## src/rtl/uart_tx_arbiter.sv

```systemverilog
`default_nettype none
// +----------------------------------------------------------------------------+
// | Module : uart_tx_arbiter                                                   |
// | Brief  : Shares one UART transmitter between two registered-read TX FIFOs. |
// |          Bytes are popped one at a time from the granted channel, loaded   |
// |          into tx_data and launched with a one-cycle tx_start. After each   |
// |          tx_done_tick the next grant is decided round-robin, with at most  |
// |          BURST_MAX consecutive bytes per grant while the other channel     |
// |          has data.                                                         |
// | Ports  : clk          - system clock, rising edge                           |
// |          reset        - asynchronous reset, active low                      |
// |          empty0/1     - FIFO empty flags                                    |
// |          rd0/1        - FIFO read strobes (one cycle, never both high)      |
// |          r_data0/1    - FIFO read data, valid the cycle after rd            |
// |          tx_start     - one-cycle start pulse to the transmitter            |
// |          tx_data      - byte to transmit, held from START to next LOAD      |
// |          tx_done_tick - end-of-frame pulse from the transmitter             |
// |          sel          - channel currently or last granted                   |
// |          busy         - high whenever the arbiter is not idle               |
// | Rev    : 1.0 - initial release                                             |
// +----------------------------------------------------------------------------+
module uart_tx_arbiter #(
  parameter int DATA_WIDTH = 8,
  parameter int BURST_MAX  = 4
) (
  input  logic                  clk,
  input  logic                  reset,
  input  logic                  empty0,
  output logic                  rd0,
  input  logic [DATA_WIDTH-1:0] r_data0,
  input  logic                  empty1,
  output logic                  rd1,
  input  logic [DATA_WIDTH-1:0] r_data1,
  output logic                  tx_start,
  output logic [DATA_WIDTH-1:0] tx_data,
  input  logic                  tx_done_tick,
  output logic                  sel,
  output logic                  busy
);

  localparam logic [3:0] C_BURST_LIM = 4'(BURST_MAX);

  typedef enum logic [2:0] {
    ST_IDLE  = 3'd0,
    ST_POP   = 3'd1,
    ST_LOAD  = 3'd2,
    ST_START = 3'd3,
    ST_WAIT  = 3'd4
  } state_e;

  state_e                state_q;
  logic                  sel_q;
  logic                  rr_ptr_q;
  logic [3:0]            burst_cnt_q;
  logic [DATA_WIDTH-1:0] tx_data_q;
  logic                  rd0_q;
  logic                  rd1_q;
  logic                  tx_start_q;
  logic                  busy_q;

  // Channel chosen from IDLE: the only non-empty one, or rr_ptr when both wait.
  logic w_idle_pick;
  // Empty flags seen from the point of view of the current grant.
  logic w_cur_empty;
  logic w_oth_empty;
  // The current channel may keep the grant for one more byte.
  logic w_stay;

  assign w_idle_pick = (!empty0 && !empty1) ? rr_ptr_q : empty0;
  assign w_cur_empty = sel_q ? empty1 : empty0;
  assign w_oth_empty = sel_q ? empty0 : empty1;
  assign w_stay      = !w_cur_empty && ((burst_cnt_q < C_BURST_LIM) || w_oth_empty);

  // Outputs are registered alongside the state so rd/tx_start are high exactly
  // while the FSM sits in POP/START, and busy exactly while it is not in IDLE.
  always_ff @(posedge clk or negedge reset) begin
    if (!reset) begin
      state_q     <= ST_IDLE;
      sel_q       <= 1'b0;
      rr_ptr_q    <= 1'b0;
      burst_cnt_q <= 4'd0;
      tx_data_q   <= '0;
      rd0_q       <= 1'b0;
      rd1_q       <= 1'b0;
      tx_start_q  <= 1'b0;
      busy_q      <= 1'b0;
    end else begin
      rd0_q      <= 1'b0;
      rd1_q      <= 1'b0;
      tx_start_q <= 1'b0;
      case (state_q)
        ST_IDLE: begin
          if (!empty0 || !empty1) begin
            sel_q       <= w_idle_pick;
            burst_cnt_q <= 4'd0;
            rd0_q       <= !w_idle_pick;
            rd1_q       <= w_idle_pick;
            busy_q      <= 1'b1;
            state_q     <= ST_POP;
          end
        end
        ST_POP: begin
          state_q <= ST_LOAD;
        end
        ST_LOAD: begin
          tx_data_q  <= sel_q ? r_data1 : r_data0;
          tx_start_q <= 1'b1;
          state_q    <= ST_START;
        end
        ST_START: begin
          // Saturate so a long single-channel run never wraps back under the limit.
          if (burst_cnt_q < C_BURST_LIM) begin
            burst_cnt_q <= burst_cnt_q + 4'd1;
          end
          state_q <= ST_WAIT;
        end
        ST_WAIT: begin
          if (tx_done_tick) begin
            if (w_stay) begin
              rd0_q   <= !sel_q;
              rd1_q   <= sel_q;
              state_q <= ST_POP;
            end else if (!w_oth_empty) begin
              sel_q       <= !sel_q;
              burst_cnt_q <= 4'd0;
              rr_ptr_q    <= sel_q;
              rd0_q       <= sel_q;
              rd1_q       <= !sel_q;
              state_q     <= ST_POP;
            end else begin
              // Next contention from IDLE favours the channel just left waiting.
              rr_ptr_q <= !sel_q;
              busy_q   <= 1'b0;
              state_q  <= ST_IDLE;
            end
          end
        end
        default: begin
          busy_q  <= 1'b0;
          state_q <= ST_IDLE;
        end
      endcase
    end
  end

  assign rd0      = rd0_q;
  assign rd1      = rd1_q;
  assign tx_start = tx_start_q;
  assign tx_data  = tx_data_q;
  assign sel      = sel_q;
  assign busy     = busy_q;

endmodule
`default_nettype wire

```

## config.mk

```make
export PLATFORM = sky130hd
export DESIGN_NAME = uart_tx_arbiter
export DESIGN_NICKNAME = d
export VERILOG_FILES = /design/src/rtl/uart_tx_arbiter.sv
export SDC_FILE = /design/constraint.sdc
export NUM_CORES = 1
export LEC_CHECK = 0
export CAP_MARGIN = 20
export CORE_ASPECT_RATIO = 1.25
export CORE_MARGIN = 2
export CORE_UTILIZATION = 50
export CTS_BUF_LIST = sky130_fd_sc_hd__clkbuf_4 sky130_fd_sc_hd__clkbuf_8
export DETAILED_ROUTE_END_ITERATION = 10
export HOLD_SLACK_MARGIN = 0.05
export PLACE_DENSITY = 0.83
export SLEW_MARGIN = 20
export SYNTH_ARGS = -nofsm -noshare
export SYNTH_HDL_FRONTEND = slang
export SYNTH_SLANG_ARGS = --single-unit
```

## constraint.sdc

```tcl
create_clock -name clk -period 3.37 [get_ports clk]
set_clock_uncertainty 0.2 [all_clocks]
set_input_delay 0.337 -clock clk [delete_from_list [all_inputs] [get_ports clk]]
set_output_delay 0.337 -clock clk [all_outputs]
set_load 0.1 [all_outputs]
```

# Word level (Yosys, flattened, before mapping)
# Cells that the tools add are included.
dict set report op_classes {
  mux 37
  bitwise_logic 2
  div_mod_pow 0
  shifts 0
  n_addsub 1
  magnitude_cmp 1
  n_eq_ne 10
  reduce_logical 18
  mul 0
}
# op count
set op_table {}
lappend op_table {{$mux W1} 23}
lappend op_table {{$mux W4} 5}
lappend op_table {{$pmux W3 S5} 1}
lappend op_table {{$ne A2 B2 Y1 const B} 6}
lappend op_table {{$pmux W4 S3} 1}
lappend op_table {{$reduce_and A5 Y1} 2}
lappend op_table {{$mux W8} 1}
lappend op_table {{$eq A3 B2 Y1 const B} 2}
lappend op_table {{$mux W3} 2}
lappend op_table {{$pmux W1 S2} 3}
lappend op_table {{$reduce_and A6 Y1} 1}
lappend op_table {{$logic_not A1 Y1} 5}
lappend op_table {{$add A4 B1 Y4 const B} 1}
lappend op_table {{$lt A4 B3 Y1 const B} 1}
lappend op_table {{$eq A3 B1 Y1 const B} 1}
lappend op_table {{$eq A3 B3 Y1 const B} 1}
lappend op_table {{$logic_not A3 Y1} 1}
lappend op_table {{$pmux W1 S3} 1}
lappend op_table {{$reduce_and A3 Y1} 1}
lappend op_table {{$reduce_bool A3 Y1} 1}
lappend op_table {{$reduce_or A3 Y1} 1}
lappend op_table {{$logic_and A1 B1 Y1} 2}
lappend op_table {{$logic_or A1 B1 Y1} 2}
lappend op_table {{$not A1 Y1} 2}
lappend op_table {{2 further kinds} 2}
dict set report totals {
  latch_bits 0
  rom_bits 0
  mem_count 0
  wordCells 78
  reg_bits 21
  ram_bits 0
  in_bits 21
  out_inout_bits 13
}

# Depth between registers and ports, before layout
dict set report logic_depth {
  depth_word 6
  ltp_mapped 7
  mapped_depth_nobuf 5
}

# Least setup slack after synthesis
# No wires, ideal clock.
dict set report synth_path {
  path_kind {register -> register}
  startpoint {register sel_q, in the netlist sel}
  endpoint {register rd1_q, in the netlist rd1}
  n_path_buf 2
  arrival_time_ns 2.145
  period_less_slack_ns 2.411
  slack_ns 0.959
  setup_time_ns 0.066
  t_required_ns 3.104
  stages_incl_launch_ff 8
  path_cell_list {dfrtp_1 buf_6 buf_2 mux2i_1 ha_1 a21oi_1 nor3b_1 a22o_1}
}
dict set report synth_between {
  elab_chain_len 6
  word_cells_on_any_way 10
}
# element line
set synth_lines {}
lappend synth_lines {{start: declaration} 52} ;# logic sel_q;
lappend synth_lines {{start signal: assignment} 94} ;# sel_q <= w_idle_pick;
lappend synth_lines {{start signal: assignment} 124} ;# sel_q <= !sel_q;
lappend synth_lines {{$mux W1 (on tied branches)} {70, 71}}
lappend synth_lines {{$logic_not A1 Y1 or $logic_or A1 B1 Y1 (tied branches)} 72} ;# assign w_stay = !w_cur_empty && ((burst_cnt_q < C_BURST_LIM) || w_oth_empty);
lappend synth_lines {{$logic_and A1 B1 Y1} 72}
lappend synth_lines {{$mux W1 (*)} 119} ;# if (w_stay) begin
lappend synth_lines {{$mux W1 (*)} 118} ;# if (tx_done_tick) begin
lappend synth_lines {{$pmux W1 S2 (*)} 91} ;# case (state_q)
lappend synth_lines {{end signal: assignment} 97} ;# rd1_q <= w_idle_pick;
lappend synth_lines {{end signal: assignment} 121} ;# rd1_q <= sel_q;
lappend synth_lines {{end signal: assignment} 128} ;# rd1_q <= !sel_q;
lappend synth_lines {{end: declaration} 57} ;# logic rd1_q;
# Every way passes the cells marked *; elsewhere a longest branch is shown, timed or not.
# A chain may end at the register's enable or synchronous reset.

# Worst setup path in the final report
dict set report layout_path {
  startpoint {register busy_q, in the netlist busy}
  endpoint {output port busy}
}
# element line
set layout_lines {}
lappend layout_lines {{start: declaration} 59} ;# logic busy_q;
lappend layout_lines {{start signal: assignment} 86} ;# busy_q <= 1'b0;
lappend layout_lines {{start signal: assignment} 98} ;# busy_q <= 1'b1;
lappend layout_lines {{start signal: assignment} 133} ;# busy_q <= 1'b0;
lappend layout_lines {{end: declaration} 38} ;# output logic busy
# No word-level cell between the ends.

==> results.md <==
- Status: completed
- # IOs: 34
- Tightest Pin Transition: 0.9787 ns
- All-layer global routing usage: 0.1969
- Worst hold path type: reg -> reg
- Final wirelength: 2407 um
- Initial Util: 0.5348
- Setup_tns: 0 ns
- CTS Root Cell: clkbuf_4
- R2R setup slack: 1.27 ns
- Most numerous cell in the Yosys netlist: dfrtp_1
- Remaining antenna violation count after routing: 0
- Filler instances: approximately 190
- Vias in the first global route: ~960
- Core footprint: around 2200 sq um
- Crit path time final: between 2 and 2.5 ns
- Antenna diode count: 0
- Port bufs: 33
- CTS tree: built
- Crit Path Max Fanout: 3
- Worst path cell trace: clkdlybuf4s50_1
- H-tree levels: 1
- CP bufs+invs: 1
- Mean Syn Cell Area: 10.02 sq um
- Area leader, netlist: dfrtp_1
- Critical R2R Launch: sel
- Fmax: 0.4228 GHz
- Mapped cell area: 1182 sq um
- FF-to-FF End: rd1
- RSZ-0062 raised after global routing: no
- Predominant post-synthesis flop cell: dfrtp_1
- Remaining DRCs: 0
- WP data arrival: 1.83 ns
- Worst setup EP type: output pin
- Sequential cell area fraction in the yosys report: 0.4444
- Die Footprint: 2772 sq um
- Number of buffers created by CTS: 3
- Hold path startpoint: burst_cnt_q[0]
- Post-CTS setup buffers: 0
- Resized Gates After CTS: 0
- Final Cycle Share: 0.7019
- WP data required: approximately 2.8 ns
- Cell depth of the worst hold path: 1
- FF+latch count, synth: 21
- Clock transition at path regs: roughly 0.11 ns
- Worst slack, placed: 0.9545 ns
- GRT Residual Overflow: 0
- Commonest cells in the synthesized netlist: 21 x dfrtp_1, 17 x nor2_1, 14 x a21oi_1, 9 x mux2i_1, 5 x nor3_1
- CP peak stage delay: between 1 and 1.5 ns
- Clock Sinks: 21
- Clock Tree Buf Depth: 2
- Synth-to-Final Area Change: 27.94%
- Gpl congestion: 0.8646
- Hold endpoint: burst_cnt_q[0]
- Layout cell share with drive strength beyond 1: 0.08844
- Largest net degree at the start of global routing: 22
- Final worst slack: 1.005 ns
- Max Cap Viol: 0
- Net count after synthesis: 141
- WL/cell: 13.52 um
- Final slew viol count: 0
- Ys async rst share: 1.000
- CTS Hold Bufs: 0
- Via count: 998
- Yosys warns: 0
- Die height: just under 60 um
- Setup violators final: 0
- Startpoint Class: flip-flop
- Worst-Skew Late Latency: 0.30 ns
- Hold Slack: about 0.29 ns
- Die W: 47.50 um
- Global-route wire length before repair: around 4000 um
- CP max stage cell: clkdlybuf4s50_1
- Slew headroom: 0.3455
- CP Class: reg -> out
- Largest cells by area after synthesis: dfrtp_1 44%, mux2i_1 7.6%, a21oi_1 5.9%
- Yosys cell types: 36
- Largest delay contributor family on the critical path: buffers and inverters
- Initial antenna violation count: 0
- Initial DRC Count: 38
- Vias per cell: 5.607
- Share of the synthesized area in the top cell type: 0.4444
- Reg2reg path depth: 5
- Gate Count Post-Synth: 118
- Initial DRT Pass Iterations: 4
- Rows: 19
- Nets: 171
- Post-synth EDFFs: 0
- HPWL after detailed placement: approximately 1800 um
- Final Hold Fails: 0
[routing by layer]
layer	vias to the layer above	routed length, um	GRT usage
li1	480	-	-
met1	473	988	0.2328
met2	41	1193	0.3243
met3	4	182	0.03988
met4	0	43	0.1032
met5	-	0	0
[how the worst max path moves through the flow]
| stage | from | endpoint | slack (ns) | depth (start not counted) |
|---|---|---|---|---|
| after floorplan | sel | rd1 | 0.96 | 7 |
| after global routing | busy | busy | 0.94 | 1 |
| after CTS | busy | busy | 0.98 | 1 |
| final | busy | busy | 1.00 | 1 |
| after global placement | empty1 | burst_cnt_q[1] | 0.99 | 5 |
| after detailed placement | empty1 | burst_cnt_q[1] | 0.95 | 5 |
[placed cells by master, fill, tap and decap left out, types with 3 or more instances in the layout]
| master | instances |
|---|---|
| inv_1 | 3 |
| dfrtp_1 | 21 |
| nor3_1 | 5 |
| clkdlybuf4s50_1 | 32 |
| a21oi_1 | 14 |
| nor2_1 | 17 |
| clkbuf_4 | 4 |
| nand2_1 | 4 |
| o211ai_1 | 3 |
| o21ai_0 | 4 |
| mux2i_1 | 9 |
| nand2b_1 | 3 |
[cell families after synthesis]
kind of cell	Yosys count	share of synthesized area
compound gates	32	0.1841
xor+xnor	1	0.007409
fa+ha+maj	2	0.02116
buf+inv	11	0.06560
flops	21	0.4444
mux	11	0.09841
simple gates	40	0.1788
[metrics by stage]
step,instance area [sq um],utilization,instances
final,1513,0.6842,178
after global routing,1513,0.6842,178
after CTS,1513,0.6842,178
after detailed placement,1483,0.6706,174
after global placement,1483,0.6706,174
after floorplan,1182,-,118
[cell type report]
class                   count  area [sq um]  share of cell area
multi-input cells          86         579.3              0.3830
repair buffers             33         327.8              0.2167
clock buffers               4         30.03             0.01985
inverters                   3         11.26            0.007444
flip-flops and latches     21         525.5              0.3474
well taps                  31         38.79             0.02564
[registers in the layout (all words and copies together), names as in the netlist]
signal and count:
rd0 1, tx_start 1, state_q 3, sel 1, burst_cnt_q 4, rd1 1, tx_data 8, busy 1
rr_ptr_q 1
Power is not shown: default switching activity piles up to over one toggle a cycle in this logic, so the estimate is an artifact.
==> patch: new RTL, same flow settings <==
Reset style: synchronous (`reset`), changed in one clocked block. Comments in the files are not updated.
--- a/src/rtl/uart_tx_arbiter.sv
+++ b/src/rtl/uart_tx_arbiter.sv
@@ -74,5 +74,5 @@
   // Outputs are registered alongside the state so rd/tx_start are high exactly
   // while the FSM sits in POP/START, and busy exactly while it is not in IDLE.
-  always_ff @(posedge clk or negedge reset) begin
+  always_ff @(posedge clk) begin
     if (!reset) begin
       state_q     <= ST_IDLE;
Function: differs if reset is asserted again (counterexample within 4 cycles, from zero or initial values and one cycle with reset low); with reset held inactive, the same outputs for 10 cycles.
==> patch against the unedited design <==
  * Synthesized area down 4.7%
  * Sequential cell count unchanged
  * Setup slack better by 0.0059 ns
  * Design area down 1.2%
  * Die area down 4.3%
  * Worst hold slack worse by 0.0069 ns
  * Core utilization up 0.69 points
  * Global-route usage up 0.96 points
  * Fmax up 0.25%
  * Routed wire length up 3.8%
==> patch: results (changes against the unedited design) <==
Setup path:
- The reg-to-reg startpoint is sel$_SDFFE_PN0P_.
- The end of the worst register-to-register path is rd1$_SDFF_PN0_.
- The depth of the worst register-to-register path is 7 (+2).

Logic synthesis:
- The proportion of synthesized area in mux cells came to 8.879% (-0.96 points).
- The adder-cell share of the synthesized area came to 2.220% (+0.10 points).
- The proportion of register bits with asynchronous set or reset after synthesis was 0% (-100 points).
- The XOR/XNOR share of the synthesized area is 1.554% (+0.81 points).
- The number of distinct standard cells referenced by the synthesized netlist was 39 (+8.3%).
- The post-synth net total was 147 (+4.3%).
- The synthesized-area fraction occupied by ao, oa, aoi and oai cells is 25.42% (+7.0 points).
- Counting instances in the post-synthesis netlist gives the leading cell types as sky130_fd_sc_hd__dfxtp_1 (21), sky130_fd_sc_hd__nand2_1 (12), sky130_fd_sc_hd__mux2i_1 (10), sky130_fd_sc_hd__o211a_1 (10).
- The average size of a mapped cell is 9.091 sq um (-9.3%).

Final layout:
- The total non-filler cell area in the finished layout is 1495 sq um (-1.2%).
- The final-layout fill cell count is 171 (-9.0%).
- The count of placed standard cells in the final layout, fillers left out is 185 (+3.9%).
- The fraction of final layout cells with drive strength greater than 1 is 7.792% (-1.1 points).
- The flip-flop and latch area came to 420.4 sq um (-20%).
- The proportion of cell area spent on the clock network is 2.008% (+0.023 points).
- The multi-input combinational cell area is 655.6 sq um (+13%).

Placement:
- The pre-CTS worst setup slack is 1.013 ns (+0.05847 ns).
- The placer's final routability congestion estimate was 0.8912 (+3.1%).

Status:
- The run finished with clean final reports.

Detailed routing:
- The total detailed-routing wirelength is 2.499 mm (+3.8%).

Global routing:
- The global-route wire length before repair came to 4.043 mm (+0.87%).

Hold path:
- The depth of the worst hold-timing path came to 2 (+1).

Die:
- The die width is 46.47 um (-2.2%).

STA:
- The peak clock frequency supported by timing is 423.8 MHz (+0.25%).
-- patch: changes by cell type after synthesis, sizes merged, moves of 3 or more --
cell,unedited run,this run
a21oi,15,7
o211a,0,10
nor3,5,1
nand2,4,12
dfxtp,0,21
buf,7,4
and2,0,3
clkbuf,1,4
nor2,17,8
dfrtp,21,0
-- patch: routing by layer --
layer / part of all wire (%) / vias up / GRT usage (%)
met5: 0 / - / 0
met4: 2.0 / 0 / 8.571
met3: 4.4 / 6 / 4.430
met2: 51 / 31 / 34.52
met1: 43 / 504 / 24.70
li1: - / 513 / -
-- patch: power groups by stage --
| stage | Sequential (mW) | Clock, mW | Combinational, mW |
|---|---|---|---|
| floorplan | 0.414 | 0 | 0.113 |
| global placement | 0.298 | 0 | 0.303 |
| detailed placement | 0.300 | 0 | 0.307 |
| CTS | 0.294 | 0.131 | 0.308 |
| finish | 0.294 | 0.128 | 0.307 |
| global route | 0.298 | 0.143 | 0.323 |
